$ cat config.mk
export PLATFORM = sky130hd
export DESIGN_NAME = mul_16bit_booth_ppgen
export DESIGN_NICKNAME = d
export VERILOG_FILES = /design/src/rtl/mul_16bit_booth_ppgen.sv
export SDC_FILE = /design/constraint.sdc
export NUM_CORES = 1
export LEC_CHECK = 0
export BUFFER_PORTS_ARGS = -buffer_cell sky130_fd_sc_hd__buf_2
export CORE_ASPECT_RATIO = 0.75
export CORE_MARGIN = 2
export CORE_UTILIZATION = 40
export CTS_BUF_LIST = sky130_fd_sc_hd__clkbuf_2 sky130_fd_sc_hd__clkbuf_4 sky130_fd_sc_hd__clkbuf_8
export CTS_CLUSTER_SIZE = 25
export DETAILED_ROUTE_END_ITERATION = 10
export SETUP_SLACK_MARGIN = 0.4
export SLEW_MARGIN = 15
export SYNTH_ARGS = -nofsm -noshare
export SYNTH_HDL_FRONTEND = slang
export SYNTH_SLANG_ARGS = --single-unit
$ cat constraint.sdc
create_clock -name i_clk -period 3.3 [get_ports i_clk]
set_input_delay 0.66 -clock i_clk [delete_from_list [all_inputs] [get_ports i_clk]]
set_output_delay 0.66 -clock i_clk [all_outputs]
set_load 0.01 [all_outputs]
$ cat src/rtl/mul_16bit_booth_ppgen.sv
// Two-stage radix-4 Booth partial-product generator feeding the 8-input Wallace column array.
// Optional transfer counter on o_cnt when MUL_PPGEN_CNT_EN is defined.
module mul_16bit_booth_ppgen (
    input  logic         i_clk,
    input  logic         i_rst,
    input  logic         i_vld,
    output logic         o_rdy,
    input  logic [15:0]  i_num_a,
    input  logic [15:0]  i_num_b,
    output logic         o_vld,
    input  logic         i_rdy,
    output logic [255:0] o_pp
`ifdef MUL_PPGEN_CNT_EN
    ,
    output logic [15:0]  o_cnt
`endif
);

    logic             r_s1_vld;
    logic [17:0]      r_s1_a;
    logic [7:0][2:0]  r_s1_dig;
    logic             r_o_vld;
    logic [255:0]     r_pp;

    logic             w_s2_load;
    logic             w_in_xfer;
    logic [16:0]      w_b_ext;
    logic [7:0][2:0]  w_dig;
    logic [17:0]      w_a2;
    logic [7:0][17:0] w_mult;
    logic [7:0][31:0] w_pp;

    assign w_s2_load = !r_o_vld || i_rdy;
    assign o_rdy     = !i_rst && (!r_s1_vld || w_s2_load);
    assign w_in_xfer = i_vld && o_rdy;
    assign o_vld     = r_o_vld;
    assign o_pp      = r_pp;

    // Appending b[-1] = 0 lets every digit be a plain 3-bit window.
    assign w_b_ext = {i_num_b, 1'b0};

    always_comb begin
        w_dig = '0;
        for (int k = 0; k < 8; k++) begin
            w_dig[k] = w_b_ext[2*k +: 3];
        end
    end

    // 18 bits hold +/-2a for every 16-bit a, including -2 * -32768.
    assign w_a2 = {r_s1_a[16:0], 1'b0};

    always_comb begin
        w_mult = '0;
        w_pp   = '0;
        for (int k = 0; k < 8; k++) begin
            case (r_s1_dig[k])
                3'b001, 3'b010: w_mult[k] = r_s1_a;
                3'b011:         w_mult[k] = w_a2;
                3'b100:         w_mult[k] = -w_a2;
                3'b101, 3'b110: w_mult[k] = -r_s1_a;
                default:        w_mult[k] = '0;
            endcase
            w_pp[k] = {{14{w_mult[k][17]}}, w_mult[k]} << (2*k);
        end
    end

    always_ff @(posedge i_clk) begin
        if (i_rst) begin
            r_s1_vld <= 1'b0;
            r_s1_a   <= '0;
            r_s1_dig <= '0;
        end else begin
            if (w_in_xfer) begin
                r_s1_vld <= 1'b1;
                r_s1_a   <= {{2{i_num_a[15]}}, i_num_a};
                r_s1_dig <= w_dig;
            end else if (w_s2_load) begin
                r_s1_vld <= 1'b0;
            end
        end
    end

    // o_pp only changes when a real pair moves in, so it never shows bubble garbage.
    always_ff @(posedge i_clk) begin
        if (i_rst) begin
            r_o_vld <= 1'b0;
            r_pp    <= '0;
        end else if (w_s2_load) begin
            r_o_vld <= r_s1_vld;
            if (r_s1_vld) begin
                r_pp <= w_pp;
            end
        end
    end

`ifdef MUL_PPGEN_CNT_EN
    logic [15:0] r_cnt;

    always_ff @(posedge i_clk) begin
        if (i_rst) begin
            r_cnt <= '0;
        end else if (r_o_vld && i_rdy) begin
            r_cnt <= r_cnt + 16'd1;
        end
    end

    assign o_cnt = r_cnt;
`endif

endmodule

==> flow_metrics.py, run 1 <==
metrics = {
    "outcome": {
        "outcome": "finished clean",
    },
    "timing": {
        "hold_viol_final": 0,
        "max_slew_margin_pct": 30.68,
        "max_clock_freq_mhz": 350.7,
        "finalSetupTns_ns": 0,
        "final_period_minus_worst_setup_slack_ns": 2.851,
        "finalClockSkew_ns": 0.02319,
        "finalSetupViolCount": 0,
        "tightest_slew_ns": 1.036,
        "final_max_slew_viol_count": 0,
        "setup_repair_after_global_routing_missed_its_margin": "no",
        "timing.final.crit_share_pct": 86.41,
    },
    "clocking": {
        "htreeDepth": 4,
        "tritoncts_clock_tree": "done",
        "insertion_delay_ns": 0.50,
        "cts_num_sinks": 178,
        "postCtsSetupBuffers": 0,
        "cts.hold.buffers_added": 0,
        "cts_root_buf": "sky130_fd_sc_hd__clkbuf_8",
        "path_clk_slew_ns": 0.10,
        "cts_made_buffers": 17,
        "cts.repair.resized": 0,
        "ctsLongestPathBuffers": 2,
    },
    "layout": {
        "finalNetCount": 1747,
        "final_area_um2": 13930,
        "antenna_cells_inserted": 0,
        "final_core_utilization_pct": 46.12,
        "final_layout_size_suffix_gt1_share_pct": 23.75,
        "area_growth_syn_to_layout_pct": 13.52,
    },
    "worst_hold_path": {
        "min_delay_worst_type": "in -> reg",
        "holdCritStartpoint": "i_num_a[4]",
        "worst_hold_path.endpoint": "r_s1_a[4]$_SDFFE_PP0P_",
        "cells_on_worst_hold_path": 3,
    },
    "routing": {
        "drt_iter0_drc": 1828,
        "ant_nets": 0,
        "wl_per_cell_um": 24.83,
        "drt-pass1-iter-count": 8,
        "routed-via-count": 13450,
        "totalWireLength_mm": 52.65,
        "drt_drc_violations_left": 0,
        "route.detailed.vias_per_inst": 6.341,
    },
    "place": {
        "placed_cell_area_um2": 13460,
        "post-dp-hpwl_mm": 38.03,
        "total_of_buffers_placed_on_input_and_output_ports": 237,
        "routability_congestion_estimate_from_global_placement": 0.9775,
    },
    "synthesis": {
        "synth_top_cells_by_area": "sky130_fd_sc_hd__dfxtp_1, sky130_fd_sc_hd__buf_4, sky130_fd_sc_hd__nand2_1",
        "dominantRegCellSynth": "sky130_fd_sc_hd__dfxtp_1",
        "synth_edf_count": 0,
        "synth-seq-area-share_pct": 29.03,
        "syn-instance-count": 1600,
        "mappedNetlistArea_um2": 12270,
        "synth_largest_type_area_fraction_pct": 29.03,
        "yosysTopAreaCell": "sky130_fd_sc_hd__dfxtp_1",
        "mean_cell_area_of_the_mapped_netlist_um2": 7.671,
        "yosys_warnings": 0,
        "async_flop_share_pct": 0,
        "synthDistinctLibCells": 67,
        "postSynthRegisterBits": 178,
    },
    "setup_path": {
        "timing.critical_path.required_ns": 3.73,
        "critPathLaunchType": "register",
        "critical_path_data_arrival_time_ns": 3.28,
        "highest_fanout_seen_on_the_critical_path": 30,
        "start_to_end_type_of_the_worst_setup_path": "reg -> reg",
        "crit-reg2reg-launch": "r_s1_dig[6]$_SDFFE_PP0P_",
        "setup.reg_to_reg.worst_slack_ns": 0.45,
        "endpoint_type_of_the_worst_setup_path": "register",
        "worst-r2r-cell-count": 7,
        "crit-reg2reg-capture": "o_pp[48]$_SDFFE_PP0P_",
    },
    "die": {
        "placeableCoreArea_um2": 30210,
        "rows": 55,
        "die-height_um": 155.7,
        "top_level_ports": 294,
        "die_w_um": 206.3,
        "design.die.area_um2": 32110,
        "initial_util_pct": 40.63,
    },
    "global_route": {
        "grt_overflow_total": 0,
        "grt_pass1_vias": 12180,
        "grt_start_max_net_pins": 51,
        "grt_antenna_before_repair": 0,
        "grt_pass1_wl_mm": 77.78,
        "global_route.usage.total_pct": 31.93,
    },
    "job": {
        "cap_violations": 0,
    },
    "power": {
        "vdd_drop_max_v": 0.0002529,
        "power_density_nw_per_um2": 435.3,
        "totalPowerFinal_w": 0.006064,
        "cellLeakagePower_nw": 5.476,
    },
}
## Yosys cell counts, drive strengths merged, types with 20 or more instances
master and n:
nand2 198, dfxtp 178, clkbuf 167, buf 140
a21oi 120, nor2 72, a221oi 65, a211oi 57
o21ai 57, a22oi 52, nor3 42, o31ai 39
mux2i 33, a32oi 26, nand3b 26, nand3 23
a22o 22, and2 20
## sequential cells by signal, indices dropped and copies added, names as in the netlist
| signal | count |
|---|---|
| o_pp | 144 |
| r_s1_a | 16 |
| r_s1_dig | 16 |
| o_vld | 1 |
| r_s1_vld | 1 |
## kinds of logic after synthesis
family,synth area share (%)
AO/OA/AOI/OAI,33.25
XOR/XNOR,2.070
adder cells (fa/ha/maj),0.1019
buffers and inverters,13.61
flip-flops,29.03
multiplexers,3.884
other,0.03055
AND/OR/NAND/NOR,18.02
## worst max path at each step
stage / startpoint / end / slack (ns) / cells after the start
floorplan: r_s1_a[1]$_SDFFE_PP0P_ / o_pp[185]$_SDFFE_PP0P_ / 0.82 / 10
global placement: r_s1_dig[6]$_SDFFE_PP0P_ / o_pp[48]$_SDFFE_PP0P_ / 0.66 / 7
detailed placement: r_s1_a[1]$_SDFFE_PP0P_ / o_pp[107]$_SDFFE_PP0P_ / 0.60 / 7
CTS: r_s1_a[0]$_SDFFE_PP0P_ / o_pp[107]$_SDFFE_PP0P_ / 0.57 / 7
global route: r_s1_dig[6]$_SDFFE_PP0P_ / o_pp[42]$_SDFFE_PP0P_ / 0.40 / 7
finish: r_s1_dig[6]$_SDFFE_PP0P_ / o_pp[48]$_SDFFE_PP0P_ / 0.45 / 7
## critical path, cell delays in order (launching register included)
cell,delay [ns]
sky130_fd_sc_hd__dfxtp_1,0.44
sky130_fd_sc_hd__buf_4,0.31
sky130_fd_sc_hd__inv_1,0.50
sky130_fd_sc_hd__o2111ai_1,0.20
sky130_fd_sc_hd__buf_4,0.25
sky130_fd_sc_hd__nor2_1,0.70
sky130_fd_sc_hd__o31ai_1,0.25
sky130_fd_sc_hd__nand2_1,0.12
## area by class of cell
| type | count | area [um^2] |
|---|---|---|
| clock buffer | 22 | 290.3 |
| clock inverter | 9 | 177.7 |
| inverter | 19 | 71.32 |
| sequential | 178 | 3563 |
| timing repair buffer | 343 | 2047 |
| multi-input combinational | 1151 | 7283 |
| fill | 3055 | 16280 |
| tap | 399 | 499.2 |
## where the power goes
part	internal, W	total (W)	switching, W
Sequential	0.00222	0.00234	0.000118
Combinational	0.000601	0.00188	0.00128
Clock	0.000976	0.00185	0.000874
Total	0.00380	0.00606	0.00227
## layer usage
metal  up-vias  track usage, %  part of all wire (%)
met4         0           10.17                   2.8
met3       111           7.435                    12
met2       905           47.54                    43
li1       6029               -                     -
met5         -               0                     0
met1      6405           45.27                    43
## stage by stage
step,instances,worst slack [ns],hold slack (ns)
floorplan,1655,0.8170,0.4761
global placement,2090,0.6552,0.4357
detailed placement,2090,0.6043,0.4457
CTS,2121,0.5669,0.3403
global route,2121,0.4020,0.3452
finish,2121,0.4485,0.3520
## placed cells by master (no fill, tap or decap), types with 41 or more instances in the layout
cell type and count:
sky130_fd_sc_hd__nor3_1 41, sky130_fd_sc_hd__conb_1 56, sky130_fd_sc_hd__nor2_1 72, sky130_fd_sc_hd__buf_4 102, sky130_fd_sc_hd__a211oi_1 57, sky130_fd_sc_hd__dfxtp_1 178
sky130_fd_sc_hd__nand2_1 197, sky130_fd_sc_hd__buf_2 236, sky130_fd_sc_hd__a22oi_1 52, sky130_fd_sc_hd__a21oi_1 119, sky130_fd_sc_hd__o21ai_0 54, sky130_fd_sc_hd__a221oi_1 65
(Power assumes the default switching activity.)
==> inputs of run 2 (changes only) <==
--- a/config.mk
+++ b/config.mk
@@ -5,6 +5,7 @@
 export SDC_FILE = /design/constraint.sdc
 export NUM_CORES = 1
 export LEC_CHECK = 0
+export ABC_AREA = 1
 export BUFFER_PORTS_ARGS = -buffer_cell sky130_fd_sc_hd__buf_2
 export CORE_ASPECT_RATIO = 0.75
 export CORE_MARGIN = 2
==> flow_metrics.py, run 2 <==
metrics = {
    "outcome": {
        "outcome": "finished clean",
    },
    "die": {
        "initial_util_pct": 40.84,
        "die-height_um": 148.0,
        "design.die.area_um2": 29000,
        "rows": 52,
        "top_level_ports": 294,
        "placeableCoreArea_um2": 27070,
        "die_w_um": 196.0,
    },
    "layout": {
        "final_common_cell": "sky130_fd_sc_hd__nand2_1",
        "multi_input_area_um2": 5884,
        "area_growth_syn_to_layout_pct": 8.387,
        "area.sequential_um2": 3563,
        "final_cell_mix": "sky130_fd_sc_hd__nand2_1, sky130_fd_sc_hd__nand3_1, sky130_fd_sc_hd__buf_2, sky130_fd_sc_hd__dfxtp_1, sky130_fd_sc_hd__a21oi_1",
        "fill_cells": 2912,
        "final_layout_size_suffix_gt1_share_pct": 19.59,
        "finalNetCount": 1780,
        "final_core_utilization_pct": 44.27,
        "antenna_cells_inserted": 0,
        "number_of_flip_flops_under_the_largest_register_name": 144,
    },
    "timing": {
        "finalSetupTns_ns": 0,
        "final_period_minus_worst_setup_slack_ns": 2.422,
        "tightest_slew_ns": 1.145,
        "hold_viol_final": 0,
        "finalClockSkew_ns": 0.02107,
        "setup_ws_ns": 0.8779,
        "finalSetupViolCount": 0,
        "setup_repair_after_global_routing_missed_its_margin": "no",
        "final_max_slew_viol_count": 0,
        "timing.final.crit_share_pct": 73.40,
        "max_clock_freq_mhz": 412.9,
        "max_slew_margin_pct": 23.41,
        "hold_worst_slack_ns": 0.3431,
    },
    "place": {
        "routability_congestion_estimate_from_global_placement": 0.9292,
        "total_of_buffers_placed_on_input_and_output_ports": 237,
        "post-dp-hpwl_mm": 27.93,
        "place_ws_ns": 0.9939,
    },
    "synthesis": {
        "synth-simple-area-share_pct": 32.36,
        "synth-seq-area-share_pct": 32.24,
        "yosysTopAreaCell": "sky130_fd_sc_hd__dfxtp_1",
        "yosys_warnings": 0,
        "synth_top_cells_by_area": "sky130_fd_sc_hd__dfxtp_1, sky130_fd_sc_hd__nand2_1, sky130_fd_sc_hd__nand3_1",
        "syn-instance-count": 1660,
        "synth-compound-area-share_pct": 18.66,
        "synthDistinctLibCells": 35,
        "yosys.area_share.xor_xnor_pct": 0.07923,
        "async_flop_share_pct": 0,
        "synth_edf_count": 0,
        "synth_largest_type_area_fraction_pct": 32.24,
        "synth.mux.area_fraction_pct": 0,
        "mappedNetlistArea_um2": 11050,
        "synth_fa_ha_area_share_pct": 0.1132,
        "postSynthRegisterBits": 178,
        "synthMostInstantiatedCell": "sky130_fd_sc_hd__nand2_1",
        "mean_cell_area_of_the_mapped_netlist_um2": 6.659,
        "dominantRegCellSynth": "sky130_fd_sc_hd__dfxtp_1",
        "synth_common_cells": "sky130_fd_sc_hd__nand2_1, sky130_fd_sc_hd__nand3_1, sky130_fd_sc_hd__dfxtp_1",
        "synth_top_family_by_area": "simple AND/OR/NAND/NOR gates",
    },
    "clocking": {
        "ctsLongestPathBuffers": 2,
        "cts_num_sinks": 178,
        "postCtsSetupBuffers": 0,
        "insertion_delay_ns": 0.51,
        "path_clk_slew_ns": 0.11,
        "cts_root_buf": "sky130_fd_sc_hd__clkbuf_8",
        "cts.hold.buffers_added": 0,
        "tritoncts_clock_tree": "done",
        "cts_made_buffers": 17,
        "htreeDepth": 4,
        "cts.repair.resized": 0,
    },
    "setup_path": {
        "start_to_end_type_of_the_worst_setup_path": "reg -> reg",
        "timing.critical_path.required_ns": 3.64,
        "crit_buf_inv": 2,
        "timing.critical_path.from": "r_s1_a[2]$_SDFFE_PP0P_",
        "critical_path_data_arrival_time_ns": 2.76,
        "timing.critical_path.max_delay_family": "compound AO/OA/AOI/OAI gates",
        "timing.critical_path.slowest_cell_delay_ns": 0.52,
        "endpoint_type_of_the_worst_setup_path": "register",
        "crit-reg2reg-launch": "r_s1_a[2]$_SDFFE_PP0P_",
        "worst-r2r-cell-count": 8,
        "timing.critical_path.cells": "inv_1 -> nand2_1 -> o21ai_2 -> inv_2 -> nand2_1 -> nand2_1 -> o21ai_0 -> a21oi_1",
        "highest_fanout_seen_on_the_critical_path": 16,
        "crit_path_frequent_cell": "sky130_fd_sc_hd__nand2_1",
        "critPathLaunchType": "register",
        "critical-path-slowest-cell": "sky130_fd_sc_hd__inv_1",
        "worst-path-stages": 8,
    },
    "power": {
        "power_density_nw_per_um2": 449.1,
        "totalPowerFinal_w": 0.005380,
        "vdd_drop_max_v": 0.0002937,
        "cellLeakagePower_nw": 5.178,
    },
    "routing": {
        "drt_iter0_drc": 1690,
        "routed-via-count": 12040,
        "ant_nets": 0,
        "totalWireLength_mm": 40.85,
        "drt-pass1-iter-count": 6,
        "wl_per_cell_um": 19.39,
        "route.detailed.vias_per_inst": 5.715,
        "drt_drc_violations_left": 0,
    },
    "global_route": {
        "global_route.usage.total_pct": 27.25,
        "grt_overflow_total": 0,
        "grt_start_max_net_pins": 172,
        "grt_pass1_wl_mm": 61.49,
        "grt_pass1_vias": 10500,
        "grt_antenna_before_repair": 0,
    },
    "worst_hold_path": {
        "holdCritStartpoint": "i_num_a[11]",
        "cells_on_worst_hold_path": 3,
        "min_delay_worst_type": "in -> reg",
    },
    "job": {
        "cap_violations": 0,
    },
}
==> run 2: worst paths after layout <==
| check | end | slack [ns] |
|---|---|---|
| worst min register to register | o_pp[211]$_SDFFE_PP0P_ | 0.46 |
| worst max-delay path | o_pp[174]$_SDFFE_PP0P_ | 0.88 |
| worst min-delay path | r_s1_a[11]$_SDFFE_PP0P_ | 0.34 |
| worst max register to register | o_pp[174]$_SDFFE_PP0P_ | 0.88 |
==> run 2: metal layers <==
metal / up-vias / wire, um / GRT usage (%)
met1: 5581 / 18800 / 40.23
met4: 0 / 725 / 7.917
li1: 5611 / - / -
met5: - / 0 / 0
met3: 52 / 4328 / 5.955
met2: 797 / 17000 / 39.47
==> run 2: per-stage QoR <==
stage                     cell area (um^2)  instances
after floorplan                      11260       1715
after global placement               11580       2075
after detailed placement             11580       2075
after CTS                            11980       2107
after global routing                 11980       2107
final                                11980       2107
==> run 2: power by group <==
part / internal, W / switching [W]
Sequential: 0.00224 / 0.0000890
Clock: 0.000696 / 0.000940
Combinational: 0.000387 / 0.00103
Total: 0.00333 / 0.00205
==> run 2: layout make-up <==
| type | count | area share (%) |
|---|---|---|
| Multi-Input combinational cell | 1198 | 49.11 |
| Sequential cell | 178 | 29.74 |
| Timing Repair Buffer | 249 | 10.99 |
| Tap cell | 351 | 3.665 |
| Inverter | 99 | 3.112 |
| Clock buffer | 17 | 1.953 |
| Clock inverter | 15 | 1.431 |
==> run 2: cell families after synthesis <==
family,Yosys count
compound gates,357
xor+xnor,1
fa+ha+maj,1
buf+inv,339
flops,178
other cells,1
simple gates,783
==> run 2: worst min-delay path, stage by stage <==
cell and delay, ns:
sky130_fd_sc_hd__buf_2 0.08, sky130_fd_sc_hd__nand2_1 0.04, sky130_fd_sc_hd__o31ai_1 0.05
==> inputs of run 3 (changes only) <==
--- a/config.mk
+++ b/config.mk
@@ -13,6 +13,7 @@
 export CTS_BUF_LIST = sky130_fd_sc_hd__clkbuf_2 sky130_fd_sc_hd__clkbuf_4 sky130_fd_sc_hd__clkbuf_8
 export CTS_CLUSTER_SIZE = 25
 export DETAILED_ROUTE_END_ITERATION = 10
+export PLACE_DENSITY = 0.66
 export SETUP_SLACK_MARGIN = 0.4
 export SLEW_MARGIN = 15
 export SYNTH_ARGS = -nofsm -noshare
==> constraint.sdc (replaced) <==
create_clock -name i_clk -period 2 [get_ports i_clk]
set_input_delay 0.4 -clock i_clk [delete_from_list [all_inputs] [get_ports i_clk]]
set_output_delay 0.4 -clock i_clk [all_outputs]
set_load 0.01 [all_outputs]
==> flow_metrics.py, run 3 (synthesis results as in run 2) <==
metrics = {
    "outcome": {
        "outcome": "finished clean",
    },
    "clocking": {
        "cts_num_sinks": 178,
        "cts_root_buf": "sky130_fd_sc_hd__clkbuf_8",
        "path_clk_slew_ns": 0.11,
        "cts_made_buffers": 17,
        "ctsLongestPathBuffers": 2,
        "htreeDepth": 4,
        "insertion_delay_ns": 0.51,
        "cts.hold.buffers_added": 0,
        "tritoncts_clock_tree": "done",
    },
    "setup_path": {
        "endpoint_type_of_the_worst_setup_path": "register",
        "highest_fanout_seen_on_the_critical_path": 8,
        "timing.critical_path.cells": "inv_6 -> ha_4 -> nand2_8 -> nor2_8 -> nand2_4 -> nand2_8 -> nand3_1 -> nand3b_1 -> nand2_1 -> a21oi_1",
        "critical_path_data_arrival_time_ns": 2.25,
        "timing.critical_path.max_delay_family": "simple AND/OR/NAND/NOR gates",
        "timing.critical_path.required_ns": 2.45,
        "critical-path-slowest-cell": "sky130_fd_sc_hd__dfxtp_4",
        "crit_path_frequent_cell": "sky130_fd_sc_hd__nand2_8",
        "crit_buf_inv": 1,
        "start_to_end_type_of_the_worst_setup_path": "reg -> reg",
        "timing.critical_path.slowest_cell_delay_ns": 0.38,
        "critPathLaunchType": "register",
    },
    "global_route": {
        "grt_pass1_vias": 11270,
        "grt_antenna_before_repair": 1,
        "grt_overflow_total": 0,
        "grt_pass1_wl_mm": 65.60,
        "grt_start_max_net_pins": 93,
        "global_route.usage.total_pct": 28.98,
    },
    "routing": {
        "ant_nets": 0,
        "route.detailed.vias_per_inst": 5.702,
        "route.met2.wl_mm": 18.60,
        "drt_drc_violations_left": 0,
        "top_layer_used": "met5",
        "drt_iter0_drc": 1633,
        "wl_per_cell_um": 19.72,
        "totalWireLength_mm": 44.14,
        "drt-pass1-iter-count": 6,
        "routed-via-count": 12760,
        "route.met3.wl_mm": 4.938,
        "detail_route.wirelength.met1_mm": 19.40,
    },
    "layout": {
        "final_layout_size_suffix_gt1_share_pct": 36.25,
        "final_common_cell": "sky130_fd_sc_hd__nand2_1",
        "fill_cells": 2599,
        "finalNetCount": 1911,
        "final_cell_mix": "sky130_fd_sc_hd__nand2_1, sky130_fd_sc_hd__buf_2, sky130_fd_sc_hd__nand3_1, sky130_fd_sc_hd__dfxtp_1, sky130_fd_sc_hd__a21oi_1",
        "number_of_flip_flops_under_the_largest_register_name": 144,
        "final_area_um2": 14650,
        "antenna_cells_inserted": 0,
        "area.sequential_um2": 3613,
        "area_growth_syn_to_layout_pct": 32.56,
        "multi_input_area_um2": 7133,
    },
    "die": {
        "rows": 52,
        "placeableCoreArea_um2": 27070,
        "top_level_ports": 294,
        "die-height_um": 148.0,
        "die_w_um": 196.0,
        "initial_util_pct": 40.84,
        "design.die.area_um2": 29000,
    },
    "worst_hold_path": {
        "min_delay_worst_type": "in -> reg",
    },
    "timing": {
        "final_period_minus_worst_setup_slack_ns": 1.798,
        "finalSetupViolCount": 0,
        "hold_worst_slack_ns": 0.08179,
        "final_max_slew_viol_count": 0,
        "timing.final.crit_share_pct": 89.88,
        "max_slew_margin_pct": 56.55,
        "setup_ws_ns": 0.2023,
        "hold_viol_final": 0,
        "max_clock_freq_mhz": 556.3,
        "finalClockSkew_ns": 0.01900,
        "setup_repair_after_global_routing_missed_its_margin": "yes",
        "finalSetupTns_ns": 0,
        "tightest_slew_ns": 0.6510,
    },
    "place": {
        "total_of_buffers_placed_on_input_and_output_ports": 237,
        "routability_congestion_estimate_from_global_placement": 0.9726,
        "placed_cell_area_um2": 12400,
        "place_ws_ns": 0.04188,
        "post-dp-hpwl_mm": 29.08,
    },
    "power": {
        "vdd_drop_max_v": 0.0005169,
        "power_density_nw_per_um2": 684.5,
        "cellLeakagePower_nw": 6.299,
    },
    "job": {
        "cap_violations": 0,
    },
}
run 3: what timing repair did:
item                                    CTS  global route
pin swaps                                83            96
endpoints found under the hold margin     0             0
endpoints found under the setup margin  162           156
gates resized for setup                 182           154
setup buffers                            30            13
cloned                                    9             3
run 3: layout make-up:
cell class	count	share of cell area (%)
clock buffer	18	1.691
clock inverter	14	1.195
inverter	99	2.912
multi-input combinational	1205	48.68
sequential	178	24.66
tap	351	2.997
timing repair buffer	372	17.82
timing repair inverter	1	0.05123
run 3: power by group:
group	total [W]	leakage [nW]	switching, W	internal [W]
combinational	0.00337	4.62	0.00215	0.00122
clock	0.00280	0.219	0.00151	0.00129
sequential	0.00386	1.46	0.000163	0.00370
total	0.0100	6.30	0.00383	0.00621
run 3: layer usage:
metal / vias up / global-route usage, %
li1: 5910 / -
met1: 5968 / 42.11
met2: 790 / 41.76
met3: 92 / 6.936
met4: 2 / 9.697
met5: - / 0
run 3: per-stage QoR:
step	total power (W)	std cells	utilization [%]
detailed placement	0.006484	2151	45.82
global route	0.01040	2238	54.14
floorplan	0.005699	1715	-
finish	0.01003	2238	54.14
global placement	0.006471	2151	45.82
CTS	0.009619	2222	51.16
run 3: worst register-to-register path, cell delays in order (launching register included):
cell and delay, ns:
sky130_fd_sc_hd__dfxtp_4 0.38, sky130_fd_sc_hd__inv_6 0.07, sky130_fd_sc_hd__ha_4 0.19, sky130_fd_sc_hd__nand2_8 0.10, sky130_fd_sc_hd__nor2_8 0.24, sky130_fd_sc_hd__nand2_4 0.14
sky130_fd_sc_hd__nand2_8 0.14, sky130_fd_sc_hd__nand3_1 0.08, sky130_fd_sc_hd__nand3b_1 0.17, sky130_fd_sc_hd__nand2_1 0.10, sky130_fd_sc_hd__a21oi_1 0.12
run 3: worst paths after layout:
kind	start	to	slack, ns	cells after the start
worst max-delay path	r_s1_a[0]$_SDFFE_PP0P_	o_pp[78]$_SDFFE_PP0P_	0.20	10
worst min-delay path	i_num_b[0]	r_s1_dig[1]$_SDFFE_PP0P_	0.08	3
worst max register to register	r_s1_a[0]$_SDFFE_PP0P_	o_pp[78]$_SDFFE_PP0P_	0.20	10
worst min register to register	o_pp[252]$_SDFFE_PP0P_	o_pp[252]$_SDFFE_PP0P_	0.46	2
